--- config.mk ---
export PLATFORM = sky130hd
export DESIGN_NAME = time_setup_ctrl
export DESIGN_NICKNAME = d
export VERILOG_FILES = /design/src/rtl/clock_pkg.sv /design/src/rtl/btn_edge.sv /design/src/rtl/time_setup_ctrl.sv
export SDC_FILE = /design/constraint.sdc
export NUM_CORES = 1
export LEC_CHECK = 0
export CAP_MARGIN = 20
export CELL_PAD_IN_SITES_DETAIL_PLACEMENT = 1
export CELL_PAD_IN_SITES_GLOBAL_PLACEMENT = 2
export CORE_MARGIN = 4
export CORE_UTILIZATION = 37
export DETAILED_ROUTE_END_ITERATION = 7
export HOLD_SLACK_MARGIN = 0.03
export PLACE_DENSITY_LB_ADDON = 0.1
export SYNTH_ARGS = -nofsm -noshare
export SYNTH_HDL_FRONTEND = slang
export SYNTH_SLANG_ARGS = --single-unit
--- constraint.sdc ---
create_clock -name clk -period 3.1 [get_ports clk]
set_clock_uncertainty 0.15 [all_clocks]
set_input_delay 0.62 -clock clk [delete_from_list [all_inputs] [get_ports clk]]
set_output_delay 0.62 -clock clk [all_outputs]
set_load 0.01 [all_outputs]
--- src/rtl/clock_pkg.sv ---
// rtl/clock_pkg.sv - shared mode/location encodings and BCD digit limits for the clock
package clock_pkg;

  typedef enum logic [1:0] {
    SETUP   = 2'b00,
    TIME24  = 2'b01,
    SECONDS = 2'b10,
    TIME12  = 2'b11
  } modeT;

  typedef enum logic [1:0] {
    LOC_HU = 2'd0,
    LOC_HL = 2'd1,
    LOC_MU = 2'd2,
    LOC_ML = 2'd3
  } locT;

  // Largest legal value of each digit position
  localparam logic [1:0] HU_MAX       = 2'd2;
  localparam logic [3:0] HL_MAX_AT_20 = 4'd3;
  localparam logic [2:0] TENS_MAX     = 3'd5;
  localparam logic [3:0] UNITS_MAX    = 4'd9;

endpackage

--- src/rtl/btn_edge.sv ---
// rtl/btn_edge.sv - button history register and single-cycle rising-edge pulse
module btn_edge (
  input  logic clk,
  input  logic rst_n,
  input  logic btn,
  output logic rise
);

  logic btnQ;

  // Remember last sampled level so a held button yields one pulse only
  always_ff @(posedge clk or negedge rst_n) begin
    if (!rst_n) btnQ <= 1'b0;
    else        btnQ <= btn;
  end

  assign rise = btn & ~btnQ;

endmodule

--- src/rtl/time_setup_ctrl.sv ---
// rtl/time_setup_ctrl.sv - BCD timekeeping, 1 Hz prescaler and push-button time setting
module time_setup_ctrl
  import clock_pkg::*;
#(
  parameter int CLK_HZ = 50_000_000
) (
  input  logic       clk,
  input  logic       rst_n,
  input  logic       btn_mode,
  input  logic       btn_next,
  input  logic       btn_inc,
  output logic [1:0] mode,
  output logic [1:0] location,
  output logic [3:0] secondsLower,
  output logic [2:0] secondsUpper,
  output logic [3:0] minutesLower,
  output logic [2:0] minutesUpper,
  output logic [3:0] hoursLower,
  output logic [1:0] hoursUpper,
  output logic       blink
);

  localparam int               CNT_W    = $clog2(CLK_HZ);
  localparam logic [CNT_W-1:0] CNT_LAST = CNT_W'(CLK_HZ - 1);
  localparam logic [CNT_W-1:0] CNT_HALF = CNT_W'(CLK_HZ / 2 - 1);

  logic [CNT_W-1:0] cnt;
  logic             tick;
  logic             modeEvt, nextEvt, incEvt;
  logic             enterSetup;
  modeT             modeQ, modeD;
  locT              locQ, locD;
  logic [3:0]       secLD, minLD, hrLD;
  logic [2:0]       secUD, minUD;
  logic [1:0]       hrUD;

  btn_edge uModeEdge (.clk(clk), .rst_n(rst_n), .btn(btn_mode), .rise(modeEvt));
  btn_edge uNextEdge (.clk(clk), .rst_n(rst_n), .btn(btn_next), .rise(nextEvt));
  btn_edge uIncEdge  (.clk(clk), .rst_n(rst_n), .btn(btn_inc),  .rise(incEvt));

  assign tick       = (cnt == CNT_LAST);
  assign enterSetup = modeEvt && (modeQ == TIME12);

  // Free-running prescaler; blink flips at the half and full second
  always_ff @(posedge clk or negedge rst_n) begin
    if (!rst_n) begin
      cnt   <= '0;
      blink <= 1'b0;
    end else begin
      cnt <= tick ? '0 : cnt + 1'b1;
      if (cnt == CNT_HALF || tick) blink <= ~blink;
    end
  end

  // Mode state register
  always_ff @(posedge clk or negedge rst_n) begin
    if (!rst_n) modeQ <= SETUP;
    else        modeQ <= modeD;
  end

  // Mode next state: each mode press steps forward, wrapping TIME12 to SETUP
  always_comb begin
    modeD = modeQ;
    if (modeEvt) modeD = modeT'(modeQ + 2'd1);
  end

  // Mode/location outputs straight from registers
  always_comb begin
    mode     = modeQ;
    location = locQ;
  end

  // Next time/location: running tick carry chain, then setup edits
  always_comb begin
    secLD = secondsLower;
    secUD = secondsUpper;
    minLD = minutesLower;
    minUD = minutesUpper;
    hrLD  = hoursLower;
    hrUD  = hoursUpper;
    locD  = locQ;
    if (modeQ != SETUP && tick) begin
      if (secondsLower == UNITS_MAX) begin
        secLD = '0;
        if (secondsUpper == TENS_MAX) begin
          secUD = '0;
          if (minutesLower == UNITS_MAX) begin
            minLD = '0;
            if (minutesUpper == TENS_MAX) begin
              minUD = '0;
              if (hoursUpper == HU_MAX && hoursLower == HL_MAX_AT_20) begin
                hrUD = '0;
                hrLD = '0;
              end else if (hoursLower == UNITS_MAX) begin
                hrLD = '0;
                hrUD = hoursUpper + 2'd1;
              end else begin
                hrLD = hoursLower + 4'd1;
              end
            end else begin
              minUD = minutesUpper + 3'd1;
            end
          end else begin
            minLD = minutesLower + 4'd1;
          end
        end else begin
          secUD = secondsUpper + 3'd1;
        end
      end else begin
        secLD = secondsLower + 4'd1;
      end
    end
    if (enterSetup) begin
      // Seconds clear overrides a coincident tick, so nothing carries upward
      secLD = '0;
      secUD = '0;
      minLD = minutesLower;
      minUD = minutesUpper;
      hrLD  = hoursLower;
      hrUD  = hoursUpper;
      locD  = LOC_HU;
    end else if (modeQ == SETUP && !modeEvt) begin
      if (incEvt) begin
        case (locQ)
          LOC_HU: begin
            if (hoursUpper == HU_MAX) begin
              hrUD = '0;
            end else begin
              hrUD = hoursUpper + 2'd1;
              if (hoursUpper == HU_MAX - 2'd1 && hoursLower > HL_MAX_AT_20) hrLD = HL_MAX_AT_20;
            end
          end
          LOC_HL: begin
            if (hoursLower >= UNITS_MAX || (hoursUpper == HU_MAX && hoursLower >= HL_MAX_AT_20))
              hrLD = '0;
            else
              hrLD = hoursLower + 4'd1;
          end
          LOC_MU:  minUD = (minutesUpper >= TENS_MAX) ? 3'd0 : minutesUpper + 3'd1;
          LOC_ML:  minLD = (minutesLower >= UNITS_MAX) ? 4'd0 : minutesLower + 4'd1;
          default: ;
        endcase
      end
      // Increment above used the old location; advance afterwards
      if (nextEvt) locD = locT'(locQ + 2'd1);
    end
  end

  // Time digits and setup location registers
  always_ff @(posedge clk or negedge rst_n) begin
    if (!rst_n) begin
      secondsLower <= '0;
      secondsUpper <= '0;
      minutesLower <= '0;
      minutesUpper <= '0;
      hoursLower   <= '0;
      hoursUpper   <= '0;
      locQ         <= LOC_HU;
    end else begin
      secondsLower <= secLD;
      secondsUpper <= secUD;
      minutesLower <= minLD;
      minutesUpper <= minUD;
      hoursLower   <= hrLD;
      hoursUpper   <= hrUD;
      locQ         <= locD;
    end
  end

endmodule

* Word-level counts from Yosys, hierarchy flattened *
Cells that the tools add are included.

storage, ports and cells
  logic and storage cells = 118
  register bits after elaboration = 54
  output and inout port bits = 25
  input bits = 5

operators by class
  mux-type cells = 52
  $add $sub $neg = 9
  eq/ne operators = 14
  reductions and logical operators = 18
  bitwise gates (word level) = 7
  $lt $le $gt $ge = 5

operator list
  operator               count
  $mux 4                 23
  $mux 3                 13
  $mux 2                 14
  $add 26x1->26 const B  1
  $eq 26x25->1 const B   1
  $eq 26x26->1 const B   1
  $mux 26                1
  $add 4x1->4 const B    3
  $eq 4x4->1 const B     3
  $reduce_bool 2->1      5
  $eq 2x2->1 const B     4
  $ge 4x4->1 const B     2
  $pmux 4 s2             1
  $add 2x1->2 const B    3
  $add 3x1->3 const B    2
  $eq 3x3->1 const B     2
  $logic_and 1x1->1      6
  $eq 2x1->1 const B     2
  $eq 4x2->1 const B     1
  $ge 4x2->1 const B     1
  $gt 4x2->1 const B     1
  $logic_not 2->1        2
  $not 1->1              4
  $reduce_and 2->1       2
  other kinds (4)        7

* Longest topological paths before layout *
Gate-level depths: netlist of run 1.

  word-level depth = 13
  mapped depth = 8
  depth with buffers taken out = 7

* Cells and area by module *
From an unflattened synthesis of run 1, not the netlist that was laid out.

unflattened totals
  cell total of the unflattened synthesis = 338
  area total of the unflattened synthesis = 3298.2 um^2

by module, submodules not included
  module           area an instance (um^2)  cells an instance  instances  seq. area each (um^2)
  time_setup_ctrl  3181.8                   332                1          1276.2
  btn_edge         38.8                     2                  3          25.0

* Least setup slack after synthesis of run 1 *
Ideal clock, no wire load.

  kind = register to register
  from = register modeQ[0] (netlist: mode[0])
  to = register minutesUpper[0]
  clock period less this slack = 2337 ps
  buffers on the path = 1
  required time = 2825 ps
  arrival time = 2063 ps
  library setup time = 125 ps
  cell stages (with the launch flop) = 7
  path slack = 763 ps
  path through = dfrtp_1 ha_1 and3b_1 clkbuf_1 or4_1 o21ai_2 mux2_2

on the way
  cells in the longest elaborated chain, start to end = 6
  elaborated cells on any way between the ends = 10
  classes of those cells = 1 x eq/ne; 4 x mux; 5 x reduce/logical

ends and longest elaborated chain
  element                   RTL line                RTL
  start: declaration        time_setup_ctrl.sv:31   modeT modeQ, modeD;
  start signal: assignment  time_setup_ctrl.sv:58   else modeQ <= modeD;
  $reduce_bool 2->1         time_setup_ctrl.sv:82   if (modeQ != SETUP && tick) begin
  $logic_and 1x1->1         time_setup_ctrl.sv:82
  $mux 3                    time_setup_ctrl.sv:82
  $mux 3                    time_setup_ctrl.sv:124  case (locQ)
  $mux 3                    time_setup_ctrl.sv:123  if (incEvt) begin
  $mux 3                    time_setup_ctrl.sv:122  end else if (modeQ == SETUP && !modeEvt) begin
  end signal: assignment    time_setup_ctrl.sv:163  minutesUpper <= minUD;
  end: declaration          time_setup_ctrl.sv:17   output logic [2:0] minutesUpper,

Parallel ways exist; a longest one is shown, timed or not.
A chain may end at the register's enable or synchronous reset.

* Worst setup path after layout of run 1 *
  from = register cnt[7]
  to = register minutesUpper[1]

on the way
  cells in the longest elaborated chain, start to end = 6

ends and longest elaborated chain
  element                   RTL line                RTL
  start: declaration        time_setup_ctrl.sv:27   logic [CNT_W-1:0] cnt;
  start signal: assignment  time_setup_ctrl.sv:50   cnt <= tick ? '0 : cnt + 1'b1;
  $eq 26x26->1 *            time_setup_ctrl.sv:41   assign tick = (cnt == CNT_LAST);
  $logic_and 1x1->1 *       time_setup_ctrl.sv:82
  $mux 3 *                  time_setup_ctrl.sv:82
  $mux 3                    time_setup_ctrl.sv:124
  $mux 3                    time_setup_ctrl.sv:123
  $mux 3 *                  time_setup_ctrl.sv:122

Every way passes the cells marked *; elsewhere a longest branch is shown, timed or not.

==> metrics, run 1 <==
Slowest-stage cell, CP=or4_1; fraction of layout cells with a size suffix above 1=0.0838; Top FF cell, synth=dfrtp_1; largest net degree at the start of global routing=55; clock sink count=54; CP Launch Type=flip-flop; vias in the first global route=2805; Final ANT Viol Nets=0; type of the most critical hold path=in -> async; Initial Utilization=0.379; Hold Vio Cnt, Final=0; ranking of synthesized cells by area=dfrtp_1, ha_1, xnor2_1; root buf cell=clkbuf_8; Rel. slew slack=0.527; Buf/Inv on CP=0; # IOs=30; number of hold buffers added after cts=0; initial antenna violation count=0; post-synth net total=375; Switching Fraction=0.349; Final min period=2.55 ns; Clock Path Buffers=2; unrepaired setup endpoints after global routing=false; Final Util=0.444; # port buffers=29; CP endpoint kind=flip-flop; Die Ht=103 um; Finished Cell Area=3870 um2; max cap viols=0; drt first-iter violations=64; CP Data Required Time=3.16 ns; setup tns final=0 ns; fin. max-slew vios=0; worst vdd ir=0.184 mV; placed cell areas=3730 um2; drt wl/cell=17.0 um; Diodes inserted=0; final setup fails=0; Resize count post-CTS=0; Area Overhead vs Synth=17.1%; GRT Util Overall=0.171; Power Density=627 nW/um2; TritonCTS clock tree=done; Die X=103 um; worst-margin pin slew=0.709 ns; Yosys reg bits=54; Max stage delay on crit path=0.65 ns; Synth top area share=0.408; Netlist cell types=57; Nets=407; outcome=completed; Worst Path Max Fanout=8; Skew-Pair Late Insertion Delay=0.31 ns; Synth Area per Inst=9.48 um2; vias=2667; Tot Pwr=0.00243 W; cell taking the most area after synthesis=dfrtp_1; combinational share of power=0.354; fmax=0.392 GHz; sequential-to-total area share from yosys stat=0.408; Residual DRC=0; ys async rst share=1.00; crit share post-route=0.824; first-pass GRT wire length=14.2 mm; P_int=0.00158 W; number of buffers created by CTS=5; Post-CTS Setup Inserts=0; critical path's top delay family=simple AND/OR/NAND/NOR gates; Sequential Power Share=0.404; crit path DAT=2.61 ns; Placeable Area=8720 um2; DR vias/cell=5.44; DIE AREA=10500 um2; Leakage=1.57 nW; net switching power=0.000847 W; CP Class=reg -> reg; RePlAce Congestion=0.751; Total Wirelength=8.33 mm; Reg clk slew, reported paths=0.10 ns; Rows=34; Critical Path, Cell by Cell=or4_1 > nor4_4 > nand2_2 > o21ai_2 > mux2_2; HPWL Detailed=6.19 mm; clock share of power=0.242; Yosys warnings=0; global route overflow=0; synthesized cell area=3310 um2; number of flops mapped to enable cells by yosys=0; Syn Inst Count=349; H-tree depth=2; first drt pass iteration count=6; Fin Hold WS=0.284 ns
## area by class of cell
cell class,count,area [um2]
clock buffers,6,82.6
clock inverters,2,60.1
fillers,997,4850
inverters,25,93.8
multi-input cells,261,1830
flip-flops and latches,54,1350
well taps,108,135
repair buffers,34,323
## metal layers
| layer | vias to the layer above | part of all wire | GRT usage |
|---|---|---|---|
| met5 | - | 0 | 0 |
| li1 | 1315 | - | - |
| met3 | 6 | 0.017 | 0.0230 |
| met2 | 24 | 0.50 | 0.292 |
| met1 | 1322 | 0.47 | 0.226 |
| met4 | 0 | 0.011 | 0.0464 |
## state kept, by name, indices dropped and copies added (netlist names)
| signal | count |
|---|---|
| blink | 1 |
| cnt | 26 |
| hoursLower | 4 |
| hoursUpper | 2 |
| location | 2 |
| minutesLower | 4 |
| minutesUpper | 3 |
| mode | 2 |
| secondsLower | 4 |
| secondsUpper | 3 |
| uIncEdge.btnQ | 1 |
| uModeEdge.btnQ | 1 |
| uNextEdge.btnQ | 1 |
## power groups by stage
stage	logic, W	clock network (W)	registers (W)
after floorplan	0.000436	0	0.000998
after global placement	0.000854	0	0.000993
after detailed placement	0.000864	0	0.00100
after CTS	0.000872	0.000612	0.000986
after global routing	0.000971	0.000639	0.00101
final	0.000858	0.000588	0.000981
## kinds of logic after synthesis
family / synth area share
flops: 0.408
mux: 0.0223
simple gates: 0.266
xor+xnor: 0.0741
compound gates: 0.111
buf+inv: 0.0393
fa+ha+maj: 0.0794
## cell usage after synthesis, types with 4 or more instances
cell and count:
nand3_1 16, clkbuf_1 7, dfrtp_1 54, ha_1 21, nor3_1 8, o22ai_1 5
nor2_1 38, xor2_1 6, or3_1 5, nand2_1 17, xnor2_1 22, o21ai_0 7
nand4_1 11, nand3b_1 7, nor4_1 10, a21oi_1 18, mux2i_1 4, inv_1 25
## per-stage QoR
stage	setup slack (ns)	instances
3_3_place_gp	0.439	482
2_1_floorplan	0.763	349
6_report	0.547	490
4_1_cts	0.501	490
5_1_grt	0.371	490
3_5_place_dp	0.390	482
## path summary, 6_finish.rpt
check | from | endpoint | slack [ns] | depth (start not counted)
worst max-delay path | cnt[7] | minutesUpper[1] | 0.55 | 5
worst min-delay path | rst_n | hoursUpper[0] | 0.28 | 2
worst max register to register | cnt[7] | minutesUpper[1] | 0.55 | 5
worst min register to register | blink | blink | 0.33 | 1
max in group asynchronous | rst_n | cnt[15] | 2.04 | 2
min in group clk | blink | blink | 0.33 | 1
## placed cells by master (no fill, tap or decap), types with 2 or more instances in the layout
cell,n
nor3b_1,3
or3_1,5
and2_1,3
a22o_1,2
dfrtp_1,54
nor3_2,3
o31ai_1,2
nor2_1,38
and3b_1,2
o2111ai_1,3
nand4_1,11
bufinv_16,2
or4_4,2
a21o_1,3
nor3_1,8
xnor2_1,22
and4_1,2
or4_1,2
clkdlybuf4s50_1,28
nor4_4,2
nor4_1,10
nand2_1,17
nand3b_1,7
mux2i_1,4
a211oi_1,2
xor2_1,6
inv_1,25
nand3_1,16
a22oi_1,2
o211ai_1,2
o21ai_0,7
nand2b_1,3
a21oi_1,18
ha_1,21
nor2b_1,3
clkbuf_8,6
o22ai_1,5
and3_1,3
buf_4,5
mux2_2,3
Note: power is estimated with default switching activity, not from simulation.
==> inputs of run 2 (changes only) <==
==> constraint.sdc (replaced) <==
create_clock -name clk -period 2.35 [get_ports clk]
set_clock_uncertainty 0.15 [all_clocks]
set_input_delay 0.47 -clock clk [delete_from_list [all_inputs] [get_ports clk]]
set_output_delay 0.47 -clock clk [all_outputs]
set_load 0.01 [all_outputs]
==> run 2 against run 1 <==
  * Die area is the same
  * Global-route usage grew 0.87 points
  * Wire length increased by 6.9%
  * Cell area grew 8.5%
  * Hold slack improved by 0.059 ns
  * Combinational power grew 45%
  * Critical path depth unchanged
  * Via count rose by 5.3%
  * Largest power group unchanged
  * Sequential share of layout area is 2.7 points lower
==> metrics, run 2 (synthesis results as in run 1) <==
Leakage=1.78 nW; drt wl/cell=17.0 um; Critical R2R Launch=cnt[16]; Power Density=753 nW/um2; worst vdd ir=0.271 mV; Worst Reg-to-Reg Cells=5; Hold Vio Cnt, Final=0; # port buffers=29; fin. max-slew vios=0; worst-margin pin slew=0.473 ns; vias in the first global route=2900; vias=2808; DR vias/cell=5.36; most common cell after layout, fill and taps aside=dfrtp_1; CP endpoint kind=flip-flop; unrepaired setup endpoints after global routing=true; Skew-Pair Late Insertion Delay=0.31 ns; R2R setup slack=0.04 ns; Worst Path Max Fanout=4; Critical Path, Cell by Cell=or4b_4 > or4_4 > nor3_4 > o22ai_2 > a22o_1; drt first-iter violations=63; Setup crit end=minutesUpper[2]; Clock Path Buffers=2; # IOs=30; Final ANT Viol Nets=0; root buf cell=clkbuf_8; max cap viols=0; DIE AREA=10500 um2; Die X=103 um; Tot Pwr=0.00316 W; H-tree depth=2; Crit path depth=5; critical path's top delay family=simple AND/OR/NAND/NOR gates; crit share post-route=0.985; Residual DRC=0; Initial Utilization=0.379; first-pass GRT wire length=14.8 mm; Reg-to-Reg End=minutesUpper[2]; placed cell areas=3980 um2; fraction of layout cells with a size suffix above 1=0.178; largest net degree at the start of global routing=39; Area Overhead vs Synth=27.0%; first drt pass iteration count=4; type of the most critical hold path=reg -> reg; GRT Util Overall=0.179; commonest non-fill, non-tap cells in the layout=dfrtp_1, nor2_1, buf_4; CP Class=reg -> reg; fmax=0.432 GHz; final setup fails=0; Final min period=2.31 ns; Die Ht=103 um; global route overflow=0; Largest register FFs=26; Nets=441; CP startpoint=cnt[16]; CP Data Required Time=2.41 ns; Final Util=0.482; Diodes inserted=0; Finished Cell Area=4200 um2; CP Launch Type=flip-flop; Rel. slew slack=0.683; RePlAce Congestion=0.845; Total Wirelength=8.90 mm; Reg clk slew, reported paths=0.11 ns; number of buffers created by CTS=5; Fin Hold WS=0.343 ns; Rows=34; HPWL Detailed=6.81 mm; outcome=completed; clock sink count=54; initial antenna violation count=0; TritonCTS clock tree=done; Slowest-stage cell, CP=or4b_4; Biggest register=cnt; Placeable Area=8720 um2; crit path DAT=2.37 ns; Buf/Inv on CP=0; Max stage delay on crit path=0.58 ns
## run 2: changes by cell type in the layout (fill, tap and decap cells not counted), moves of 2 or more
cell,change
buf_4,+32
inv_6,+2
or4_4,+2
or4_1,-2
nor3_1,-2
## run 2: worst min-delay path by stage
| stage | start | endpoint | slack [ns] | cells past startpoint |
|---|---|---|---|---|
| 2_1_floorplan | rst_n | blink | 0.02 | 0 |
| 3_3_place_gp | rst_n | hoursUpper[0] | 0.30 | 1 |
| 3_5_place_dp | rst_n | hoursUpper[0] | 0.30 | 1 |
| 4_1_cts | blink | blink | 0.34 | 1 |
| 5_1_grt | blink | blink | 0.36 | 1 |
| 6_report | blink | blink | 0.34 | 1 |
## run 2: final cells by class
| type | instances | area [um2] |
|---|---|---|
| multi-input cells | 261 | 1910 |
| inverters | 25 | 93.8 |
| flip-flops and latches | 54 | 1350 |
| fillers | 1000 | 4520 |
| clock inverters | 3 | 47.5 |
| clock buffers | 5 | 68.8 |
| repair buffers | 68 | 593 |
| well taps | 108 | 135 |
## run 2: power by group
part	switching [W]	internal [W]
Clock	0.000338	0.000326
Combinational	0.000633	0.000605
Sequential	0.000190	0.00107
## run 2: what timing repair did
action                                 in CTS  in global routing
gates resized for setup                     0                 15
hold buffers                                1                  0
setup endpoints to repair                   0                 12
buffers inserted                            0                  2
endpoints found under the hold margin      16                  0
## run 2: through the flow
| step | setup WS [ns] | instances | TNS [ns] |
|---|---|---|---|
| 5_1_grt | -0.0292 | 524 | -0.0737 |
| 6_report | 0.0361 | 524 | 0 |
| 4_1_cts | 0.0104 | 522 | 0 |
| 3_3_place_gp | -0.113 | 513 | -0.272 |
| 3_5_place_dp | -0.156 | 513 | -0.429 |
| 2_1_floorplan | 0.0127 | 349 | 0 |
## run 2: per-layer routing
metal	GRT usage	up-vias	routed length (um)
met5	0	-	0
met1	0.234	1398	4100
met3	0.0223	10	126
met4	0.0484	0	165
li1	-	1378	-
met2	0.314	22	4510
==> inputs of run 3 (changes only) <==
--- a/config.mk
+++ b/config.mk
@@ -5,11 +5,13 @@
 export SDC_FILE = /design/constraint.sdc
 export NUM_CORES = 1
 export LEC_CHECK = 0
+export ABC_CLOCK_PERIOD_IN_PS = 2350
 export CAP_MARGIN = 20
 export CELL_PAD_IN_SITES_DETAIL_PLACEMENT = 1
 export CELL_PAD_IN_SITES_GLOBAL_PLACEMENT = 2
 export CORE_MARGIN = 4
 export CORE_UTILIZATION = 37
+export CTS_BUF_LIST = sky130_fd_sc_hd__clkbuf_16
 export DETAILED_ROUTE_END_ITERATION = 7
 export HOLD_SLACK_MARGIN = 0.03
 export PLACE_DENSITY_LB_ADDON = 0.1
==> run 3 against run 2 <==
  * Count of clock-buffer cells in the layout unchanged
  * Total power increased by 7.1%
  * Cell area increased by 1.1%
  * Setup slack improved by 0.0056 ns
  * Die area unchanged
  * Via count increased by 0.78%
  * Sequential cell count unchanged
  * Critical path depth unchanged
  * Wire length increased by 0.33%
  * Register-to-register slack about the same
  * Core utilization increased by 0.52 points
==> metrics, run 3 (synthesis results as in run 1) <==
initial antenna violation count=0; # IOs=30; fin. max-slew vios=0; DIE AREA=10500 um2; Final Non-Filler Cells=524; commonest non-fill, non-tap cells in the layout=dfrtp_1, nor2_1, buf_4; Nets=441; global route overflow=0; hold path cells=1; drt wl/cell=17.0 um; worst vdd ir=0.319 mV; Worst Reg-to-Reg Cells=5; TritonCTS clock tree=done; vias in the first global route=2929; Die X=103 um; critical path's top delay family=simple AND/OR/NAND/NOR gates; Residual DRC=0; vias=2830; drt first-iter violations=60; Rel. slew slack=0.685; Final ANT Viol Nets=0; root buf cell=clkbuf_16; final setup fails=0; Final min period=2.31 ns; unrepaired setup endpoints after global routing=true; Worst Path Max Fanout=4; max cap viols=0; Area Overhead vs Synth=28.3%; Fin Hold WS=0.338 ns; Critical R2R Launch=cnt[16]; Max stage delay on crit path=0.58 ns; # port buffers=29; H-tree depth=2; GRT Util Overall=0.182; CP Data Required Time=2.39 ns; CP startpoint=cnt[16]; Hold Vio Cnt, Final=0; number of buffers created by CTS=5; Buf/Inv on CP=0; Largest register FFs=26; Final Util=0.487; fillcell total=1000; HPWL Detailed=6.81 mm; fmax=0.433 GHz; Leakage=1.80 nW; largest net degree at the start of global routing=39; Skew-Pair Late Insertion Delay=0.30 ns; Diodes inserted=0; Placeable Area=8720 um2; crit path DAT=2.35 ns; Biggest register=cnt; Crit path depth=5; outcome=completed; worst-margin pin slew=0.471 ns; Clock Path Buffers=2; Total Wirelength=8.93 mm; clock sink count=54; CP endpoint kind=flip-flop; most common cell after layout, fill and taps aside=dfrtp_1; Die Ht=103 um; Reg clk slew, reported paths=0.08 ns; Power Density=799 nW/um2; fraction of layout cells with a size suffix above 1=0.178; Critical Path, Cell by Cell=or4b_4 > or4_4 > nor3_4 > o22ai_2 > a22o_1; DR vias/cell=5.40; first drt pass iteration count=4; Post-Place Cells=513; Initial Utilization=0.379; Rows=34; Worst Hold Launch=blink; Slowest-stage cell, CP=or4b_4; CP Class=reg -> reg; RePlAce Congestion=0.845; CP Launch Type=flip-flop; setup tns final=0 ns; first-pass GRT wire length=14.9 mm; crit share post-route=0.982; type of the most critical hold path=reg -> reg
==> run 3: cell counts in the layout (fill, tap and decap cells not counted) <==
Identical to the previous run, type by type.
==> run 3: repair_timing <==
action | in CTS | in global routing
endpoints found under the setup margin | 0 | 12
setup buffers | 0 | 2
hold buffers | 1 | 0
endpoints found under the hold margin | 16 | 0
resized for setup | 0 | 14
==> run 3: final cells by class <==
type                            instances  area, um2  area share
Clock inverter                          3       47.5      0.0112
Inverter                               25       93.8      0.0221
Tap cell                              108        135      0.0318
Clock buffer                            5        125      0.0295
Sequential cell                        54       1350       0.318
Multi-Input combinational cell        261       1900       0.447
Timing Repair Buffer                   68        593       0.140
==> run 3: metal layers <==
layer  vias to the layer above  share of wire  global-route usage
li1                       1381              -                   -
met1                      1412           0.46               0.230
met5                         -              0                   0
met2                        27           0.51               0.320
met4                         0          0.016              0.0605
met3                        10          0.019              0.0244
==> run 3: worst paths after layout <==
path	slack [ns]	end
worst max-delay path	0.04	minutesUpper[2]
worst min-delay path	0.34	blink
worst max register to register	0.04	minutesUpper[2]
worst min register to register	0.34	blink
max in group asynchronous	0.99	cnt[14]
min in group asynchronous	0.50	minutesLower[3]
==> run 3: power by group <==
part	internal [W]	total [W]	switching (W)	leakage, nW
clock network	0.000512	0.000885	0.000374	0.0848
logic	0.000605	0.00124	0.000635	1.02
registers	0.00107	0.00126	0.000192	0.704
==> run 3: per-stage QoR <==
step	cell area, um2	setup WS [ns]	total power (W)
global route	4250	-0.0319	0.00363
finish	4250	0.0417	0.00339
floorplan	3310	0.0127	0.00189
detailed placement	3980	-0.156	0.00252
CTS	4160	0.0215	0.00342
global placement	3980	-0.113	0.00248
